$ cat src/rtl/mem_loader_pkg.sv
// mem_loader_pkg: memory bus constants, loader state encoding and word sizing helper
package mem_loader_pkg;

    localparam int MEM_ADDR_W = 16;
    localparam int MEM_DATA_W = 64;

    localparam logic [1:0] MEM_FUNC_READ  = 2'd0;
    localparam logic [1:0] MEM_FUNC_WRITE = 2'd1;
    localparam logic [1:0] MEM_FUNC_INIT  = 2'd2;

    typedef enum logic [3:0] {
        S_IDLE,
        S_HDR0,
        S_HDR1,
        S_COLLECT,
        S_WRITE,
        S_WAIT_BUSY,
        S_WAIT_DONE,
        S_DONE,
        S_ERROR
    } loader_state_t;

    function automatic int bytes_per_word(input int w);
        return (w + 7) / 8;
    endfunction

endpackage

$ cat src/rtl/mem_loader_byte_packer.sv
// mem_loader_byte_packer: gathers little-endian bytes into one memory word
module mem_loader_byte_packer
    import mem_loader_pkg::*;
#(
    parameter int DATA_W = MEM_DATA_W
) (
    input  logic              clk,
    input  logic              rst,
    input  logic              clear,
    input  logic              take,
    input  logic [7:0]        byte_data,
    output logic [DATA_W-1:0] word,
    output logic              word_valid
);

    localparam int NB = bytes_per_word(DATA_W);
    localparam int IW = NB > 1 ? $clog2(NB) : 1;

    logic [NB*8-1:0] buf_q;
    logic [IW-1:0]   idx;
    logic            last;

    assign last       = idx == IW'(NB - 1);
    assign word_valid = take & last;
    assign word       = buf_q[DATA_W-1:0];

    // place each accepted byte in its lane; the index wraps after the last lane
    always_ff @(posedge clk or negedge rst) begin
        if (!rst) begin
            buf_q <= '0;
            idx   <= '0;
        end else if (clear) begin
            buf_q <= '0;
            idx   <= '0;
        end else if (take) begin
            buf_q[{idx, 3'b000} +: 8] <= byte_data;
            idx                       <= last ? '0 : idx + IW'(1);
        end
    end

endmodule

$ cat src/rtl/mem_loader.sv
// mem_loader: receives a framed byte image, writes it to memory, then hands off to traversal
module mem_loader
    import mem_loader_pkg::*;
#(
    parameter int ADDR_W    = MEM_ADDR_W,
    parameter int DATA_W    = MEM_DATA_W,
    parameter int BASE_ADDR = 1,
    parameter int MAX_WORDS = 1023
) (
    input  logic              clk,
    input  logic              rst,
    input  logic [7:0]        byte_data,
    input  logic              byte_valid,
    output logic              byte_ready,
    input  logic              mem_ready,
    output logic              mem_execute,
    output logic [1:0]        mem_func,
    output logic [ADDR_W-1:0] address,
    output logic [DATA_W-1:0] write_data,
    output logic              bus_select,
    output logic [ADDR_W-1:0] start_addr,
    output logic              traversal_execute,
    output logic              load_done,
    output logic              load_error
);

    localparam logic [15:0] MAX_N = 16'(MAX_WORDS);

    loader_state_t     state;
    logic [15:0]       count;
    logic [15:0]       word_cnt;
    logic [15:0]       next_cnt;
    logic [15:0]       hdr_n;
    logic              take;
    logic              pack_take;
    logic              pack_clear;
    logic              word_valid;
    logic [DATA_W-1:0] word;

    assign take       = byte_valid & byte_ready;
    assign pack_take  = take && state == S_COLLECT;
    assign pack_clear = take && state == S_HDR1;
    assign hdr_n      = {byte_data, count[7:0]};
    assign next_cnt   = word_cnt + 16'd1;

    mem_loader_byte_packer #(.DATA_W(DATA_W)) u_packer (
        .clk        (clk),
        .rst        (rst),
        .clear      (pack_clear),
        .take       (pack_take),
        .byte_data  (byte_data),
        .word       (word),
        .word_valid (word_valid)
    );

    // frame parsing, memory write handshake and hand-off, all outputs registered
    always_ff @(posedge clk or negedge rst) begin
        if (!rst) begin
            state             <= S_IDLE;
            count             <= '0;
            word_cnt          <= '0;
            byte_ready        <= 1'b0;
            mem_execute       <= 1'b0;
            mem_func          <= '0;
            address           <= '0;
            write_data        <= '0;
            bus_select        <= 1'b1;
            start_addr        <= ADDR_W'(BASE_ADDR);
            traversal_execute <= 1'b0;
            load_done         <= 1'b0;
            load_error        <= 1'b0;
        end else begin
            mem_execute <= 1'b0;
            case (state)
                S_IDLE: if (mem_ready) begin
                    state      <= S_HDR0;
                    byte_ready <= 1'b1;
                end
                S_HDR0: if (take) begin
                    count[7:0] <= byte_data;
                    state      <= S_HDR1;
                end
                S_HDR1: if (take) begin
                    count[15:8] <= byte_data;
                    word_cnt    <= '0;
                    if (hdr_n == 16'd0) begin
                        state             <= S_DONE;
                        byte_ready        <= 1'b0;
                        bus_select        <= 1'b0;
                        load_done         <= 1'b1;
                        traversal_execute <= 1'b1;
                    end else if (hdr_n > MAX_N) begin
                        state      <= S_ERROR;
                        byte_ready <= 1'b0;
                        load_error <= 1'b1;
                    end else begin
                        state <= S_COLLECT;
                    end
                end
                S_COLLECT: if (word_valid) begin
                    state      <= S_WRITE;
                    byte_ready <= 1'b0;
                end
                S_WRITE: if (mem_ready) begin
                    mem_execute <= 1'b1;
                    mem_func    <= MEM_FUNC_WRITE;
                    address     <= ADDR_W'(BASE_ADDR) + ADDR_W'(word_cnt);
                    write_data  <= word;
                    state       <= S_WAIT_BUSY;
                end
                S_WAIT_BUSY: if (!mem_ready) state <= S_WAIT_DONE;
                S_WAIT_DONE: if (mem_ready) begin
                    word_cnt <= next_cnt;
                    if (next_cnt == count) begin
                        state             <= S_DONE;
                        bus_select        <= 1'b0;
                        load_done         <= 1'b1;
                        traversal_execute <= 1'b1;
                    end else begin
                        state      <= S_COLLECT;
                        byte_ready <= 1'b1;
                    end
                end
                default: ;
            endcase
        end
    end

endmodule

$ cat config.mk
export PLATFORM = sky130hd
export DESIGN_NAME = mem_loader
export DESIGN_NICKNAME = d
export VERILOG_FILES = /design/src/rtl/mem_loader_pkg.sv /design/src/rtl/mem_loader_byte_packer.sv /design/src/rtl/mem_loader.sv
export SDC_FILE = /design/constraint.sdc
export NUM_CORES = 1
export LEC_CHECK = 0
export CORE_AREA = 2 2 132 199
export DETAILED_ROUTE_END_ITERATION = 10
export DIE_AREA = 0 0 134 201
export PLACE_DENSITY = 0.6
export SETUP_SLACK_MARGIN = 0.05
export SYNTH_ARGS = -nofsm -noshare
export SYNTH_HDL_FRONTEND = slang
export SYNTH_SLANG_ARGS = --single-unit
$ cat constraint.sdc
create_clock -name clk -period 3.1 [get_ports clk]
set_input_delay 0.62 -clock clk [delete_from_list [all_inputs] [get_ports clk]]
set_output_delay 0.62 -clock clk [all_outputs]
set_load 0.01 [all_outputs]
After elaboration in Yosys (flattened, before gate mapping)

Cells that the tools add are included.

Register bits after elaboration: 189
Input bits: 12
Output and inout port bits: 104
Word-level logic and storage cells: 98

Shift operators: 2
Mux-type cells: 40
Add/subtract/negate cells: 3
Magnitude comparators: 1
Reduce and logical (&&, ||, !) cells: 16
Bitwise operators: 3
Eq/ne operators: 19

Operators by type and width:

| operator                                                                           | count |
|---|---|
| 64-bit 2-to-1 mux                                                                  | 2 |
| 64-bit bitwise mux                                                                 | 1 |
| 8-bit by 8-bit variable shift with 64-bit output (first input constant)            | 1 |
| 8-bit by 8-bit variable part select with 64-bit output                             | 1 |
| 4-bit 2-to-1 mux                                                                   | 9 |
| 16-bit 2-to-1 mux                                                                  | 2 |
| 16-bit case mux with 2 select lines                                                | 1 |
| 4-bit case mux with 7 select lines                                                 | 1 |
| 1-bit 2-to-1 mux                                                                   | 17 |
| 1-bit by 16-bit adder with 16-bit output (first input constant)                    | 1 |
| 16-bit equality test                                                               | 1 |
| 16-bit by 10-bit greater-than comparator with 1-bit output (second input constant) | 1 |
| 16-bit zero test                                                                   | 1 |
| 2-bit != test (second input constant)                                              | 8 |
| 4-bit by 3-bit equality test with 1-bit output (second input constant)             | 3 |
| 3-bit 2-to-1 mux                                                                   | 4 |
| 4-bit by 2-bit equality test with 1-bit output (second input constant)             | 2 |
| 6-bit negation with 8-bit output                                                   | 1 |
| 8-bit AND reduction                                                                | 1 |
| 7-bit AND reduction                                                                | 1 |
| 7-bit nonzero test                                                                 | 1 |
| 2-bit AND reduction                                                                | 3 |
| 5-bit AND reduction                                                                | 1 |
| 4-bit by 1-bit equality test with 1-bit output (second input constant)             | 1 |
| 14 further kinds                                                                   | 19 |

Longest topological paths before layout

Depth after elaboration: 5
Mapped depth: 9
Depth with buffers taken out: 8

Modules after synthesis

A second synthesis with hierarchy kept.

Cells, all modules: 734
Area total of the unflattened synthesis: 8,625.8 um^2

By module, submodules not included:

| module                 | sequential area each (um^2) | area an instance (um^2) | instances | cells each |
|---|---|---|---|---|
| mem_loader             | 3,054.2                     | 5,665.4                 | 1         | 503 |
| mem_loader_byte_packer | 1,676.6                     | 2,960.3                 | 1         | 231 |

Worst setup path before layout

No wires, ideal clock.

Kind: flip-flop to flip-flop
From: register word_cnt[0]
To: register bus_select
Setup time: 0.083 ns
Path buffers: 0
Period minus slack after synthesis: 2.437 ns
Slack: 0.663 ns
Data arrival time: 2.354 ns
Stages on the path, launching flop included: 8
Cell sequence: dfrtp_1 ha_1 nand3_1 nor3_1 o221ai_1 nor4b_1 nand4_2 o311a_1

Longest elaborated chain between the ends: 4

RTL lines:

| element                                  | line              | source |
|---|---|---|
| from (decl)                              | mem_loader.sv:31  | `logic [15:0] word_cnt;` |
| from (signal assigned)                   | mem_loader.sv:113 | `word_cnt <= next_cnt;` |
| 1-bit by 16-bit adder with 16-bit output | mem_loader.sv:44  | `assign next_cnt = word_cnt + 16'd1;` |
| 16-bit equality test                     | mem_loader.sv:114 | `if (next_cnt == count) begin` |
| 2-bit != test (no source line)           | --                |  |
| 5-bit AND reduction (no source line)     | --                |  |
| to (signal assigned)                     | mem_loader.sv:67  | `bus_select <= 1'b1;` |
| to (signal assigned)                     | mem_loader.sv:89  | `bus_select <= 1'b0;` |
| to (signal assigned)                     | mem_loader.sv:116 | `bus_select <= 1'b0;` |
| to (decl)                                | mem_loader.sv:20  | `output logic bus_select,` |

Every way passes these cells.
A chain may end at the register's enable or synchronous reset.

Worst setup path after layout

From: register state[2]
To: register u_packer.buf_q[57] (netlist: u_packer.word[57])

Longest elaborated chain between the ends: 3
Elaborated cells on any way between the ends: 6
Classes of those cells: eq/ne: 2; mux: 1; reduce/logical: 3

RTL lines:

| element                                                           | line                               | source |
|---|---|---|
| from (decl)                                                       | mem_loader.sv:29                   | `loader_state_t state;` |
| from (signal assigned)                                            | mem_loader.sv:59                   | `state <= S_IDLE;` |
| from (signal assigned)                                            | mem_loader.sv:76                   | `state <= S_HDR0;` |
| from (signal assigned)                                            | mem_loader.sv:81                   | `state <= S_HDR1;` |
| 4-bit by 2-bit equality test with 1-bit output (on tied branches) | mem_loader.sv:42, mem_loader.sv:41 |  |
| 1-bit logical AND (on tied branches)                              | mem_loader.sv:42, mem_loader.sv:41 |  |
| 64-bit 2-to-1 mux or 2-bit nonzero test (tied branches)           | --                                 |  |
| to (signal, indexed assignment)                                   | mem_loader_byte_packer.sv:36       | `buf_q[{idx, 3'b000} +: 8] <= byte_data;` |
| to (decl)                                                         | mem_loader_byte_packer.sv:19       | `logic [NB*8-1:0] buf_q;` |

Several ways; a longest one is shown, not always the timed one.

==> impl_metrics.yaml <==
status:
  status: "completed"
grt:
  antenna_found_initial: 0
  first_global_vias: 6401
  grt.met1_usage_pct: 21.1
  gr-usage-met2_pct: 29.7
  grt.busiest_layer: "met2"
  grt_pass1_wl_um: 36100
  grt_max_degree: 87
  overflow: 0
  grt_use_met3_pct: 2.83
  gr-usage-all-layers_pct: 17.3
clock_tree:
  cts.sinks: 189
  post_cts_resized: 0
  post_cts_buffers: 0
  clk_latency_ns: 0.44
  cts_tree: "done"
  cts_buffer_depth: 2
  holdBufCountCts: 0
  cts_made_buffers: 17
  cts-root-buf: "clkbuf_16"
  cts.clk_slew.worst_paths_ns: 0.07
  cts_max_level: 4
place:
  gp_congestion: 0.875
  buffer_ports.inserted: 98
  dp_hpwl_um: 15500
  dp.cells: 1303
  placed_area_um2: 10200
timing:
  grt_setup_unrepaired: "no"
  slew_headroom_pct: 50.1
  layout_min_cycle_time_ns: 2.77
  tns_ns: 0
  timing.final.crit_share_pct: 89.5
  setup_violations: 0
  tightest_slew_ns: 0.748
  clock.fmax_mhz: 360
  maxSlewViolCount: 0
  fin_hold_ws_ns: 0.214
  hold_viol: 0
  skew_ns: 0.00759
detailed_routing:
  route.detailed.drc: 0
  vias: 6430
  ant_nets: 0
  wire_per_inst_um: 16.6
  wirelength_um: 22200
  via_per_inst: 4.82
  dr.pass1.iters: 4
  drt_iter0_markers: 458
finish:
  nNetsFinal: 1006
  final_common_cell: "nand2_1"
  layout_common_cells: "235 x nand2_1, 188 x dfrtp_1, 97 x clkdlybuf4s50_1, 90 x nor2_1, 65 x mux2i_1"
  num_antenna_cells: 0
  seq_area_um2: 4730
  post-route-cell-area_um2: 10800
  multi_input_area_um2: 3680
  final_cells: 1335
  fillers: 2481
  layout-drive-gt1-share_pct: 11.2
  syn_to_final_growth_pct: 24.3
synth:
  syn_avg_cell_area_um2: 9.88
  yosys.area_share.simple_pct: 21.2
  yosysUniqueCellTypes: 70
  synth_edf_count: 0
  synth_sequential_area_ratio_pct: 54.3
  yosys.area_share.xor_xnor_pct: 3.04
  synthAdderAreaFrac_pct: 0.718
  ys_dominant_reg_cell: "dfrtp_1"
  synth_top_family_by_area: "simple AND/OR/NAND/NOR gates"
  synthArstFlopShare_pct: 100
  synth_compound_area_share_pct: 6.59
  yosys_warnings: 16
  synth-seq-cells: 189
  synthesis.area_um2: 8720
  synth_mux_area_share_pct: 9.66
  postSynthCellCount: 882
power_and_ir_drop:
  leakage_nw: 5.16
  p_switching_mw: 1.91
  total_power_mw: 6.64
  p_comb_share_pct: 20.0
  p_int_mw: 4.73
  switching_share_pct: 28.7
  power_density_nw_per_um2: 612
  peakVddDrop_mv: 0.432
  p_seq_share_pct: 44.7
  clock_power_share_pct: 35.2
worst_setup_path:
  slowest_stage: "or4b_1"
  slowest_delay_ns: 0.70
  worst-path-max-fanout: 15
  critPathArrivalTime_ns: 3.08
  critPathKind: "reg2reg"
  end_kind: "flop"
  cp-start-kind: "flop"
  crit_required_ns: 3.40
  crit_chain: "or3b_1, or3_1, nor2_2, or4b_1, mux2i_1, nor2_1"
die:
  die_h_um: 201
  die_area_um2: 26900
  die_w_um: 134
  coreArea_um2: 25300
  io_pins: 116
  rows: 72
  floorplan.initialDensity_pct: 34.4
min_path:
  min_path_type: "in2async"
flow_run:
  drv_cap: 0
-- final timing paths --
path | start | end | slack [ns] | cells after the start
worst max-delay path | state[2] | u_packer.word[57] | 0.33 | 6
worst min-delay path | rst | mem_execute | 0.21 | 1
worst max register to register | state[2] | u_packer.word[57] | 0.33 | 6
worst min register to register | load_error | load_error | 0.47 | 1
max in group asynchronous | rst | write_data[19] | 2.10 | 2
min in group clk | load_error | load_error | 0.47 | 1
-- metal layers --
metal	wire [µm]	part of all wire, %
met1	9160	41
met2	11500	52
met3	786	3.5
met4	784	3.5
met5	0	0
-- metrics by stage --
step	setup slack (ns)	util (%)
2_1_floorplan	0.663	-
6_report	0.326	42.8
5_1_grt	0.180	42.8
4_1_cts	0.362	42.8
3_5_place_dp	0.0768	40.3
3_3_place_gp	0.114	40.3
-- synth_stat cells, drive strengths merged, types with 3 or more instances --
master | instances | area, µm²
a211oi | 3 | 22.5
nand3 | 13 | 77.6
nor2b | 8 | 50.1
and3 | 4 | 25.0
clkbuf | 31 | 118
or3 | 4 | 26.3
xor2 | 9 | 78.8
inv | 11 | 41.3
nor4 | 7 | 80.1
o21ai | 47 | 235
nand2 | 235 | 882
and2 | 8 | 50.1
nand2b | 12 | 75.1
mux2 | 17 | 191
dfrtp | 188 | 4700
mux2i | 65 | 651
nor2 | 93 | 354
nand4 | 6 | 73.8
nor4b | 4 | 41.3
nor3 | 7 | 40.0
xnor2 | 16 | 140
buf | 36 | 230
a21oi | 9 | 45.0
and4 | 3 | 27.5
ha | 5 | 62.6
o31ai | 9 | 67.6
-- logic make-up (layout without fill, tap and decap cells) --
logic type | after synthesis | count (layout)
AND/OR/NAND/NOR | 410 | 410
flip-flops | 189 | 189
AO/OA/AOI/OAI | 90 | 90
multiplexers | 82 | 82
buffers and inverters | 78 | 182
XOR/XNOR | 27 | 27
adder cells (fa/ha/maj) | 5 | 5
other | 1 | 17
-- flip-flops by register name, indices dropped and copies added (netlist names) --
signal and count:
byte_ready 1, u_packer.word 64, state 4, u_packer.idx 3
bus_select 1, word_cnt 16, address 16, write_data 64
count 16, mem_func 1, load_done 1, mem_execute 1
load_error 1
-- power by group through the flow --
stage / Clock (mW) / Combinational (mW) / Sequential [mW]
detailed placement: 0 / 1.34 / 3.01
CTS: 2.39 / 1.35 / 2.97
global route: 2.51 / 1.46 / 3.02
finish: 2.34 / 1.33 / 2.97
global placement: 0 / 1.32 / 3.01
floorplan: 0 / 0.827 / 2.99
-- cell type report --
class	instances	share of cell area [%]
clock inverters	11	1.43
multi-input cells	631	34.0
flip-flops and latches	189	43.6
inverters	11	0.381
well taps	333	3.84
clock buffers	21	4.43
repair buffers	139	12.3
-- worst max-delay path: cells and delay by family, from the launching register on --
| family | cells | cell delay [ns] |
|---|---|---|
| multiplexers | 1 | 0.26 |
| flip-flops | 1 | 0.54 |
| AND/OR/NAND/NOR | 5 | 1.84 |
(Power assumes the default switching activity.)
